$ cat src/rtl/mulalu.sv
// mulalu - iterative 32-bit multiply/divide unit feeding the HI/LO registers.
//
// Takes a MULT/MULTU/DIV/DIVU request from the EX-stage ALU. It computes one
// bit per cycle over 32 BUSY cycles. The result is returned as a single-cycle
// HI/LO write in DONE. The latency is fixed at 34 EX cycles for every op and
// every operand value.
//
// Ports
//   clk, rst_n         clock, asynchronous active-low reset
//   flush              synchronous cancel of the instruction in EX
//   mulalu_func        FUNC_MUL / FUNC_DIV / 0 (no request)
//   mulalu_sign        1 = signed (MULT/DIV), 0 = unsigned
//   source_a           multiplicand / dividend (rs)
//   source_b           multiplier / divisor (rt)
//   stall              holds IF/ID/EX while high (combinational)
//   hi_write(_data)    HI strobe; data is product[63:32] or the remainder
//   lo_write(_data)    LO strobe; data is product[31:0] or the quotient
module mulalu #(
  localparam int             W_DATA   = 32,
  localparam int             W_FUNC   = 5,
  localparam logic [W_FUNC-1:0] FUNC_MUL = 5'd1,
  localparam logic [W_FUNC-1:0] FUNC_DIV = 5'd2
) (
  input  logic              clk,
  input  logic              rst_n,
  input  logic              flush,
  input  logic [W_FUNC-1:0] mulalu_func,
  input  logic              mulalu_sign,
  input  logic [W_DATA-1:0] source_a,
  input  logic [W_DATA-1:0] source_b,
  output logic              stall,
  output logic              hi_write,
  output logic [W_DATA-1:0] hi_write_data,
  output logic              lo_write,
  output logic [W_DATA-1:0] lo_write_data
);

  typedef enum logic [1:0] {IDLE, BUSY, DONE} state_t;

  state_t            r_state, w_state_nxt;
  logic [4:0]        r_cnt;
  logic              r_is_div;
  logic              r_neg_q;    // negate product / quotient
  logic              r_neg_r;    // negate remainder
  // Shared working registers:
  //   mul: {r_hi, r_lo} is the accumulator, r_lo starts as the multiplier
  //        and r_b is the multiplicand
  //   div: r_hi is the partial remainder, r_lo shifts the dividend out and
  //        the quotient in, and r_b is the divisor
  logic [W_DATA-1:0] r_hi, r_lo, r_b;
  logic [W_DATA-1:0] r_hi_out, r_lo_out;

  logic              w_req;
  logic [W_DATA-1:0] w_a_mag, w_b_mag;
  logic [W_DATA:0]   w_add;
  logic [W_DATA:0]   w_part;
  logic [W_DATA+1:0] w_sub;
  logic [W_DATA-1:0] w_hi_step, w_lo_step;
  logic [2*W_DATA-1:0] w_prod_neg;
  logic [W_DATA-1:0] w_hi_fin, w_lo_fin;

  assign w_req   = ((mulalu_func == FUNC_MUL) || (mulalu_func == FUNC_DIV)) && !flush;
  assign w_a_mag = (mulalu_sign && source_a[W_DATA-1]) ? -source_a : source_a;
  assign w_b_mag = (mulalu_sign && source_b[W_DATA-1]) ? -source_b : source_b;

  // One iteration of shift-add or restoring division.
  always_comb begin
    w_add     = {1'b0, r_hi} + (r_lo[0] ? {1'b0, r_b} : '0);
    w_part    = {r_hi, r_lo[W_DATA-1]};
    // The extra top bit is the borrow. When no borrow occurs the difference
    // is smaller than the divisor, so it fits in 32 bits. With a zero divisor
    // the borrow never fires. Every quotient bit is then 1, and the dividend
    // shifts unchanged into the remainder.
    w_sub     = {1'b0, w_part} - {2'b00, r_b};
    w_hi_step = '0;
    w_lo_step = '0;
    if (r_is_div) begin
      w_hi_step = w_sub[W_DATA+1] ? w_part[W_DATA-1:0] : w_sub[W_DATA-1:0];
      w_lo_step = {r_lo[W_DATA-2:0], ~w_sub[W_DATA+1]};
    end else begin
      w_hi_step = w_add[W_DATA:1];
      w_lo_step = {w_add[0], r_lo[W_DATA-1:1]};
    end
  end

  // Sign correction on the final step. Magnitude arithmetic wraps, so
  // 0x80000000 / -1 yields 0x80000000 with no overflow indication.
  always_comb begin
    w_prod_neg = -{w_hi_step, w_lo_step};
    w_hi_fin   = w_hi_step;
    w_lo_fin   = w_lo_step;
    if (r_is_div) begin
      if (r_neg_r) w_hi_fin = -w_hi_step;
      if (r_neg_q) w_lo_fin = -w_lo_step;
    end else if (r_neg_q) begin
      w_hi_fin = w_prod_neg[2*W_DATA-1:W_DATA];
      w_lo_fin = w_prod_neg[W_DATA-1:0];
    end
  end

  always_comb begin
    w_state_nxt = r_state;
    case (r_state)
      IDLE:    if (w_req) w_state_nxt = BUSY;
      BUSY:    if (flush) w_state_nxt = IDLE;
               else if (r_cnt == 5'd31) w_state_nxt = DONE;
      DONE:    w_state_nxt = IDLE;
      default: w_state_nxt = IDLE;
    endcase
  end

  always_ff @(posedge clk or negedge rst_n) begin
    if (!rst_n) begin
      r_state  <= IDLE;
      r_cnt    <= '0;
      r_is_div <= 1'b0;
      r_neg_q  <= 1'b0;
      r_neg_r  <= 1'b0;
      r_hi     <= '0;
      r_lo     <= '0;
      r_b      <= '0;
      r_hi_out <= '0;
      r_lo_out <= '0;
    end else begin
      r_state <= w_state_nxt;
      case (r_state)
        IDLE: if (w_req) begin
          r_is_div <= (mulalu_func == FUNC_DIV);
          r_neg_q  <= mulalu_sign && (source_a[W_DATA-1] ^ source_b[W_DATA-1]);
          r_neg_r  <= mulalu_sign && source_a[W_DATA-1];
          r_hi     <= '0;
          r_cnt    <= '0;
          if (mulalu_func == FUNC_DIV) begin
            r_lo <= w_a_mag;
            r_b  <= w_b_mag;
          end else begin
            r_lo <= w_b_mag;
            r_b  <= w_a_mag;
          end
        end
        BUSY: begin
          r_hi  <= w_hi_step;
          r_lo  <= w_lo_step;
          r_cnt <= r_cnt + 5'd1;
          if (r_cnt == 5'd31 && !flush) begin
            r_hi_out <= w_hi_fin;
            r_lo_out <= w_lo_fin;
          end
        end
        default: ;
      endcase
    end
  end

  // Gated by rst_n so that every output reads 0 while reset is held,
  // even when a request is present on the inputs.
  assign stall         = rst_n && (((r_state == IDLE) && w_req) || (r_state == BUSY));
  assign hi_write      = (r_state == DONE) && !flush;
  assign lo_write      = (r_state == DONE) && !flush;
  assign hi_write_data = r_hi_out;
  assign lo_write_data = r_lo_out;

endmodule

$ cat config.mk
export PLATFORM = sky130hd
export DESIGN_NAME = mulalu
export DESIGN_NICKNAME = d
export VERILOG_FILES = /design/src/rtl/mulalu.sv
export SDC_FILE = /design/constraint.sdc
export NUM_CORES = 1
export LEC_CHECK = 0
export CORE_MARGIN = 4
export CORE_UTILIZATION = 39
export CTS_BUF_LIST = sky130_fd_sc_hd__clkbuf_8
export DETAILED_ROUTE_END_ITERATION = 8
export DONT_BUFFER_PORTS = 1
export SYNTH_ARGS = -nofsm -noshare
export SYNTH_HDL_FRONTEND = slang
export SYNTH_SLANG_ARGS = --single-unit
$ cat constraint.sdc
create_clock -name clk -period 11.4 [get_ports clk]
set_clock_uncertainty 0.05 [all_clocks]
set_input_delay 1.71 -clock clk [delete_from_list [all_inputs] [get_ports clk]]
set_output_delay 1.71 -clock clk [all_outputs]
set_load 0.03 [all_outputs]
# [Yosys cells after proc, flatten, opt, wreduce, memory -nomap -nowiden]
# Cells that the tools add are included.
[op_classes] add_sub_neg=8 n_eq_ne=7 mux=24 n_bitwise=2 reduce_logical=17
[op_table] operator="two-way mux 32 bit" n=16
[op_table] operator="negator 32 bit" n=4
[op_table] operator="case mux 32 bit (2 select lines)" n=2
[op_table] operator="negator 64 bit" n=1
[op_table] operator="subtractor 33 x 32 -> 34 bit" n=1
[op_table] operator="adder 32 x 32 -> 33 bit" n=1
[op_table] operator="case mux 5 bit (2 select lines)" n=1
[op_table] operator="logical AND 1 bit" n=8
[op_table] operator="AND reduction 2 bit" n=4
[op_table] operator="two-way mux 2 bit" n=3
[op_table] operator="adder 5 x 1 -> 5 bit, second input constant" n=1
[op_table] operator="equality test 5 x 1 -> 1 bit, second input constant" n=1
[op_table] operator="equality test 5 x 2 -> 1 bit, second input constant" n=1
[op_table] operator="equality test 5 bit, second input constant" n=1
[op_table] operator="two-way mux 5 bit" n=1
[op_table] operator="case mux 2 bit (2 select lines)" n=1
[op_table] operator="!= test 3 bit, second input constant" n=1
[op_table] operator="equality test 2 x 1 -> 1 bit, second input constant" n=1
[op_table] operator="equality test 2 bit, second input constant" n=1
[op_table] operator="zero test 2 bit" n=1
[op_table] operator="logical OR 1 bit" n=2
[op_table] operator="!= test 2 bit, second input constant" n=1
[op_table] operator="nonzero test 2 bit" n=1
[op_table] operator="zero test 1 bit" n=1
[op_table] operator="other kinds (2)" n=2
[totals] ff_bits=170 inputBits=73 output_inout_bits=67 wordCells=68

# [Depth between registers and ports, before layout]
# Gate-level depths: netlist of run 1.
[depth] depth_word=6 depth_mapped=24 depth_no_buf=21

# [Least setup slack after synthesis of run 1]
# Ideal clock, no wire load.
[synth_path] path_type="flip-flop to flip-flop" from="register r_hi[25]" to="register r_hi_out[22] (netlist: hi_write_data[22])" t_arrival_ps=4929 t_required_ps=11215 setup_slack_ps=6286 path_stages_with_launch=23 synth_period_minus_slack_ps=5114 cell_sequence="dfrtp_1 > ha_1 > a211oi_2 > o211ai_1 > a311o_1 > a21o_1 > buf_6 > a211o_1 > buf_6 > o21ai_1 > ha_1 > o2111ai_1 > or3_1 > nor4_1 > nand2_1 > nor2_1 > nand2_1 > or2_2 > o31ai_1 > o21ai_0 > o21ai_0 > xnor2_1 > o21ai_0"
[synth_via] elab_chain_len=6 elab_cells_between_ends=10 cone_classes="3 x add/sub; 6 x mux; 1 x bitwise"
[synth_rtl] element="start: declaration" line="50" source="logic [W_DATA-1:0] r_hi, r_lo, r_b;"
[synth_rtl] element="start signal: assignment" line="142" source="r_hi <= w_hi_step;"
[synth_rtl] element="subtractor 33 x 32 -> 34 bit (*)" line="74" source="w_sub = {1'b0, w_part} - {2'b00, r_b};"
[synth_rtl] element="two-way mux 32 bit or inverter 1 bit (tied branches)" line="78, 79"
[synth_rtl] element="two-way mux 32 bit" line="77" source="if (r_is_div) begin"
[synth_rtl] element="negator 64 bit or negator 32 bit (tied branches)" line="89, 93"
[synth_rtl] element="two-way mux 32 bit (on tied branches)" line="95, 93"
[synth_rtl] element="two-way mux 32 bit (*)" line="92" source="if (r_is_div) begin"
[synth_rtl] element="end signal: assignment" line="146" source="r_hi_out <= w_hi_fin;"
[synth_rtl] element="end: declaration" line="51" source="logic [W_DATA-1:0] r_hi_out, r_lo_out;"
# Mark *: on every way between the ends. The rest lies on a longest branch, timed or not.
# A chain may end at the register's enable or synchronous reset.

# [Worst setup path in the final report of run 1]
[layout_path] from="register r_hi[1]" to="register r_hi_out[22] (netlist: hi_write_data[22])"
[layout_via] elab_chain_len=6 elab_cells_between_ends=11 cone_classes="4 x add/sub; 6 x mux; 1 x bitwise"
[layout_rtl] element="subtractor 33 x 32 -> 34 bit" line="74"
[layout_rtl] element="two-way mux 32 bit or inverter 1 bit (tied branches)" line="78, 79"
[layout_rtl] element="two-way mux 32 bit" line="77"
[layout_rtl] element="negator 64 bit or negator 32 bit (tied branches)" line="89, 93"
[layout_rtl] element="two-way mux 32 bit (on tied branches)" line="95, 93"
[layout_rtl] element="two-way mux 32 bit (*)" line="92"
# Marked as above.

==> results.py, run 1 <==
metrics = {
    "clocking": {
        "cts_inserted_buffers": 17,
        "cts_setup_buffers": 0,
        "clkLatencyLatePin_ns": 0.50,
        "cts_resized": 0,
        "clk_pin_slew_worst_paths_ns": 0.11,
        "cts_root_buf": "clkbuf_8",
        "cts.path.max_buffers": 2,
        "cts-htree-levels": 4,
        "cts_tree": "yes",
        "clkSinkCount": 170,
        "postCtsHoldBufs": 0,
    },
    "pwr": {
        "powerDensity_mw_per_mm2": 265,
        "leakage_nw": 6.69,
        "vdd.ir_drop.worst_uv": 123,
        "seq_power_share": 0.226,
        "clock_power_share": 0.105,
        "combPwrFrac": 0.669,
        "power.switching_mw": 2.27,
        "p_sw_frac": 0.541,
        "intPower_mw": 1.92,
    },
    "global_route": {
        "grt_overflow": 0,
        "globalRouteTotalUtil": 0.255,
        "grt_pass1_vias": 13800,
        "grt_pass1_wl_mm": 83.5,
        "antenna_found_initial": 0,
        "grt_max_degree": 172,
    },
    "sta": {
        "worst_pin_slew_ns": 1.17,
        "setup_slack_ns": 4.82,
        "hold_violations": 0,
        "fin_crit_sh": 0.577,
        "finalMaxSlewViolations": 0,
        "min_period_ns": 6.58,
        "fmaxAchievable_mhz": 152,
        "slew_headroom": 0.219,
        "rsz0062_at_grt": "false",
        "setup_viol": 0,
        "fin_tns_setup_ns": 0,
    },
    "cells_and_area": {
        "area_growth_pct": 4.72,
        "drive_gt1_frac": 0.0439,
        "utilization": 0.417,
        "nets": 2044,
        "layout_commonest_cell": "nand2_1",
        "most-common-layout-cells": "nand2_1 (281), o21ai_0 (246), dfrtp_1 (169), a21oi_1 (151), nor2_1 (138)",
        "diodes": 0,
    },
    "logic_synthesis": {
        "ys_warn_count": 0,
        "ys_ff_latch": 170,
        "syn_area_per_cell_um2": 7.62,
        "async_flop_share": 1.00,
        "ys_seq_area_frac": 0.282,
        "synth-main-ff-cell": "dfrtp_1",
        "synth_cell_types": 75,
        "synth-edff-count": 0,
        "synthCells": 1982,
        "synth_area_mm2": 0.0151,
        "syn-num-nets": 2127,
    },
    "die": {
        "die_area_mm2": 0.0419,
        "die_y_um": 205,
        "ios": 140,
        "die_w_um": 205,
        "core_region_area_mm2": 0.0379,
        "initial_core_util": 0.398,
        "row_count": 71,
    },
    "worst_setup_path": {
        "critPathLaunchType": "flip-flop",
        "crit_fanout": 14,
        "slowest_stage": "a211o_1",
        "path_buf_inv": 0,
        "crit_path_cell_trace": "ha_1 -> o211ai_1 -> a21oi_1 -> o21ai_0 -> nand3_1 -> a211o_1 -> o21ai_1 -> ha_1 -> o2111ai_1 -> or3_1 -> nor4_1 -> nand2_1 -> nor2_1 -> nand2_1 -> or2_2 -> o31ai_1 -> o21ai_0 -> o21ai_0 -> xnor2_1 -> o21ai_0",
        "cp.required_ns": 11.70,
        "critPathTopFamily": "compound AO/OA/AOI/OAI gates",
        "cp_slowest_stage_delay_ns": 0.73,
        "worstSetupPathType": "reg2reg",
        "path_common_cell": "o21ai_0",
        "end_kind": "flip-flop",
        "worstPathArrival_ns": 6.88,
    },
    "route": {
        "detail_route.wl_per_cell_um": 22.4,
        "drt_iter0_markers": 1214,
        "vias": 14600,
        "via_per_inst": 6.03,
        "drc": 0,
        "firstDrtPassIters": 5,
        "drt-total-wl_mm": 54.2,
        "ant_nets": 0,
    },
    "placement": {
        "dp_slack_ns": 4.93,
        "post-dp-hpwl_mm": 41.7,
        "io_buffers": 0,
        "gp_congestion": 0.981,
    },
    "hold_path": {
        "hold_class": "reg2reg",
    },
    "run_status": {
        "status": "finished, final reports clean",
    },
    "flow_run": {
        "max_cap_viol_count": 0,
    },
}
-- registers in the layout, indices dropped and copies added, names as in the netlist --
name           count
r_state            2
r_cnt              5
r_b               32
r_neg_q            1
r_neg_r            1
r_is_div           1
lo_write_data     32
r_lo              32
r_hi              32
hi_write_data     32
-- path summary, 6_finish.rpt --
kind	slack, ns	startpoint	cells after the start	to
hold / removal	0.45	r_cnt[3]$_DFFE_PN0P_	1	r_cnt[3]$_DFFE_PN0P_
setup reg to reg	4.82	r_hi[1]$_DFFE_PN0P_	20	hi_write_data[22]$_DFFE_PN0P_
hold reg to reg	0.45	r_cnt[3]$_DFFE_PN0P_	1	r_cnt[3]$_DFFE_PN0P_
setup / recovery	4.82	r_hi[1]$_DFFE_PN0P_	20	hi_write_data[22]$_DFFE_PN0P_
min in group asynchronous	0.85	rst_n	0	lo_write_data[10]$_DFFE_PN0P_
max in group asynchronous	10.26	rst_n	0	r_b[20]$_DFFE_PN0P_
-- power by group through the flow --
stage                     clock [mW]  combinational [mW]  sequential, mW
after floorplan                    0                2.00           0.890
after global placement             0                2.76           0.945
after detailed placement           0                2.75           0.955
after CTS                      0.453                2.77           0.942
after global routing           0.477                3.06           0.969
final                          0.442                2.81           0.947
-- routing by layer --
layer | GRT usage | vias to the layer above | routed length, um
li1 | - | 6975 | -
met1 | 0.343 | 7008 | 23300
met2 | 0.418 | 558 | 25100
met3 | 0.0522 | 77 | 4170
met4 | 0.0725 | 0 | 1630
met5 | 0 | - | 0
-- cells in the mapped netlist (all sizes together) (10+ instances only) --
cell    count  area [um^2]
nor2      139          522
a21o       26          195
and2       43          269
nand4      19          119
nor3       43          215
xnor2     101          885
and3       17          106
nor4       17          106
a31oi      17          106
or2        14         87.6
nand3      60          310
nand2     282         1060
or4        13         97.6
o211ai     28          210
o31ai      12         90.1
buf        21          124
nor2b      11         68.8
o41ai      10         95.1
o221ai     34          298
clkbuf     98          368
nand2b     14         87.6
mux2i      43          443
ha         70          876
inv        60          225
a211oi     30          245
dfrtp     170         4250
xor2       65          569
a21oi     151          756
o21ai     252         1260
or3        12         75.1
-- worst reg2reg max path, stage by stage (launching register included) --
cell and delay (ns):
dfrtp_1 0.45, ha_1 0.39, o211ai_1 0.26, a21oi_1 0.14, o21ai_0 0.35, nand3_1 0.61, a211o_1 0.73, o21ai_1 0.42
ha_1 0.28, o2111ai_1 0.21, or3_1 0.45, nor4_1 0.33, nand2_1 0.19, nor2_1 0.15, nand2_1 0.15, or2_2 0.38
o31ai_1 0.25, o21ai_0 0.19, o21ai_0 0.26, xnor2_1 0.13, o21ai_0 0.08
-- cell type report --
class | instances | area, um^2
fillers | 3962 | 22100
clock inverters | 14 | 156
multi-input cells | 1633 | 10200
well taps | 511 | 639
repair buffers | 17 | 128
inverters | 60 | 225
clock buffers | 18 | 248
flip-flops and latches | 170 | 4260
-- metrics by stage --
| step | power, mW | std cells | cell area (um^2) | hold slack, ns |
|---|---|---|---|---|
| 6_report | 4.20 | 2423 | 15800 | 0.451 |
| 5_1_grt | 4.51 | 2423 | 15800 | 0.474 |
| 4_1_cts | 4.16 | 2423 | 15800 | 0.453 |
| 3_5_place_dp | 3.71 | 2391 | 15400 | 0.432 |
| 3_3_place_gp | 3.70 | 2391 | 15400 | 0.428 |
| 2_1_floorplan | 2.89 | 1982 | 15100 | 0.399 |
-- cells by family (layout without fill, tap and decap cells) --
kind of cell               count (synthesis)  count (layout)  synth area share
DFF                                      170             170             0.282
AOI/OAI and AO/OA                        638             638             0.260
buffers and inverters                    179             109            0.0475
muxes                                     47              47            0.0323
xor gates and xnor gates                 166             166            0.0963
adders and majority gates                 72              72            0.0607
and+or+nand+nor                          710             710             0.222
Note: power is estimated with default switching activity, not from simulation.
==> run 2, diff against run 1 <==
- clock period: 11.4 -> 5.7 ns (I/O delays scaled with it)
==> run 2 against run 1 <==
  * Highest routed layer unchanged
  * Sequential share of layout area down 0.51 points
  * Hold slack worse by 0.17 ns
  * Core utilization up 0.81 points
  * Die area unchanged
  * Count of clock-buffer cells in the layout down 1
  * Routed wire length up 1.2%
  * Global-route usage up 0.27 points
  * Critical path type unchanged
  * Critical endpoint is now hi_write_data[17]$_DFFE_PN0P_
==> results.py, run 2 (synthesis gave the netlist of run 1 again) <==
metrics = {
    "run_status": {
        "status": "finished, final reports clean",
    },
    "worst_setup_path": {
        "cp.required_ns": 6.03,
        "critPathLaunchType": "flip-flop",
        "path_buf_inv": 2,
        "cp_slowest_stage_delay_ns": 0.67,
        "end_kind": "flip-flop",
        "slowest_stage": "nor4_1",
        "regToRegStartpoint": "r_lo[31]$_DFFE_PN0P_",
        "critPathTopFamily": "compound AO/OA/AOI/OAI gates",
        "regToRegSetupSlack_ns": 0.29,
        "worstSetupPathType": "reg2reg",
        "worstPathArrival_ns": 5.73,
        "crit_path_cell_trace": "inv_1 -> ha_1 -> inv_1 -> fa_1 -> a211oi_1 -> o211ai_1 -> a41oi_1 -> o21ai_0 -> xor2_1 -> mux2_1 -> a21oi_1 -> nand4_1 -> nor4_1 -> nand3_1 -> a21oi_1 -> xnor2_1 -> o21ai_0",
        "crit_start": "r_lo[31]$_DFFE_PN0P_",
        "crit_fanout": 6,
    },
    "die": {
        "core_region_area_mm2": 0.0379,
        "die_y_um": 205,
        "initial_core_util": 0.398,
        "ios": 140,
        "row_count": 71,
        "die_area_mm2": 0.0419,
        "die_w_um": 205,
    },
    "clocking": {
        "cts_tree": "yes",
        "clkLatencyLatePin_ns": 0.51,
        "cts_root_buf": "clkbuf_8",
        "cts.path.max_buffers": 2,
        "clk_pin_slew_worst_paths_ns": 0.11,
        "clkSinkCount": 170,
        "cts_inserted_buffers": 17,
        "cts-htree-levels": 4,
    },
    "route": {
        "routed-wl-met2_mm": 25.4,
        "dr_wl_met3_mm": 4.00,
        "highest_layer": "met4",
        "wl_met1_mm": 23.5,
        "ant_nets": 0,
        "drt-total-wl_mm": 54.8,
        "vias": 14700,
        "drt_iter0_markers": 1225,
        "drc": 0,
        "via_per_inst": 5.95,
        "detail_route.wl_per_cell_um": 22.3,
        "firstDrtPassIters": 5,
    },
    "flow_run": {
        "max_cap_viol_count": 0,
    },
    "hold_path": {
        "hold_class": "in2async",
    },
    "placement": {
        "place_inst": 2428,
        "io_buffers": 0,
        "post-dp-hpwl_mm": 42.5,
        "gp_congestion": 0.967,
    },
    "sta": {
        "fmaxAchievable_mhz": 185,
        "hold_violations": 0,
        "min_period_ns": 5.41,
        "slew_headroom": 0.285,
        "worst_pin_slew_ns": 1.06,
        "setup_viol": 0,
        "finalMaxSlewViolations": 0,
        "fin_crit_sh": 0.948,
    },
    "global_route": {
        "grt_pass1_wl_mm": 84.2,
        "globalRouteTotalUtil": 0.258,
        "antenna_found_initial": 0,
        "grt_overflow": 0,
        "grt_max_degree": 171,
        "grt_pass1_vias": 14200,
    },
    "cells_and_area": {
        "finalNonFillerCells": 2462,
        "drive_gt1_frac": 0.0636,
        "layout_commonest_cell": "nand2_1",
        "area_growth_pct": 6.76,
        "nFillCells": 3916,
        "nets": 2082,
        "most-common-layout-cells": "nand2_1 (281), o21ai_0 (243), dfrtp_1 (169), a21oi_1 (151), nor2_1 (138)",
    },
    "pwr": {
        "vdd.ir_drop.worst_uv": 233,
        "power_mw": 8.67,
        "powerDensity_mw_per_mm2": 538,
        "leakage_nw": 6.86,
    },
}
run 2: through the flow:
step                      setup WS (ns)  setup TNS (ns)  cell area, um^2  hold slack (ns)  utilization
after floorplan                   0.586               0            15100            0.399            -
after global placement            0.400               0            15700            0.425        0.413
after detailed placement          0.306               0            15700            0.431        0.413
after CTS                         0.301               0            16100            0.353        0.425
after global routing            -0.0163         -0.0163            16100            0.318        0.425
final                             0.294               0            16100            0.281        0.425
run 2: per-layer routing:
metal | vias to the layer above | global-route usage
met2 | 509 | 0.421
met5 | - | 0
met4 | 0 | 0.0909
met3 | 86 | 0.0551
li1 | 7065 | -
met1 | 6998 | 0.339
run 2: worst register-to-register path, cell delays in order, from the launching register on:
cell      delay (ns)
dfrtp_1         0.44
inv_1           0.11
ha_1            0.16
inv_1           0.05
fa_1            0.42
a211oi_1        0.42
o211ai_1        0.31
a41oi_1         0.43
o21ai_0         0.17
xor2_1          0.16
mux2_1          0.36
a21oi_1         0.47
nand4_1         0.35
nor4_1          0.67
nand3_1         0.17
a21oi_1         0.27
xnor2_1         0.17
o21ai_0         0.10
run 2: where the power goes:
part / internal, mW / switching, mW
registers: 1.49 / 0.408
logic: 2.22 / 3.67
clock network: 0.327 / 0.553
total: 4.04 / 4.63
run 2: area by class of cell:
cell class                      count  area, um^2  area share
Timing Repair Buffer               55         433      0.0269
Tap cell                          511         639      0.0397
Multi-Input combinational cell   1633       10200       0.631
Sequential cell                   170        4260       0.264
Clock inverter                     15         163      0.0101
Inverter                           60         225      0.0140
Antenna cell                        1        2.50    0.000155
Clock buffer                       17         234      0.0145
run 2: repair_timing:
| item | in CTS | in global routing |
|---|---|---|
| endpoints found under the hold margin | 170 | 0 |
| buffers inserted | 0 | 0 |
| hold buffers | 1 | 0 |
| resized for setup | 0 | 5 |
| setup endpoints to repair | 0 | 6 |
run 2: final timing paths:
path / end / cells after the start
min in group clk: r_state[0]$_DFFE_PN0P_ / 1
worst max-delay path: hi_write_data[17]$_DFFE_PN0P_ / 17
max in group asynchronous: r_is_div$_DFFE_PN0P_ / 1
worst min register to register: r_cnt[3]$_DFFE_PN0P_ / 1
worst min-delay path: r_lo[11]$_DFFE_PN0P_ / 1
worst max register to register: hi_write_data[17]$_DFFE_PN0P_ / 17
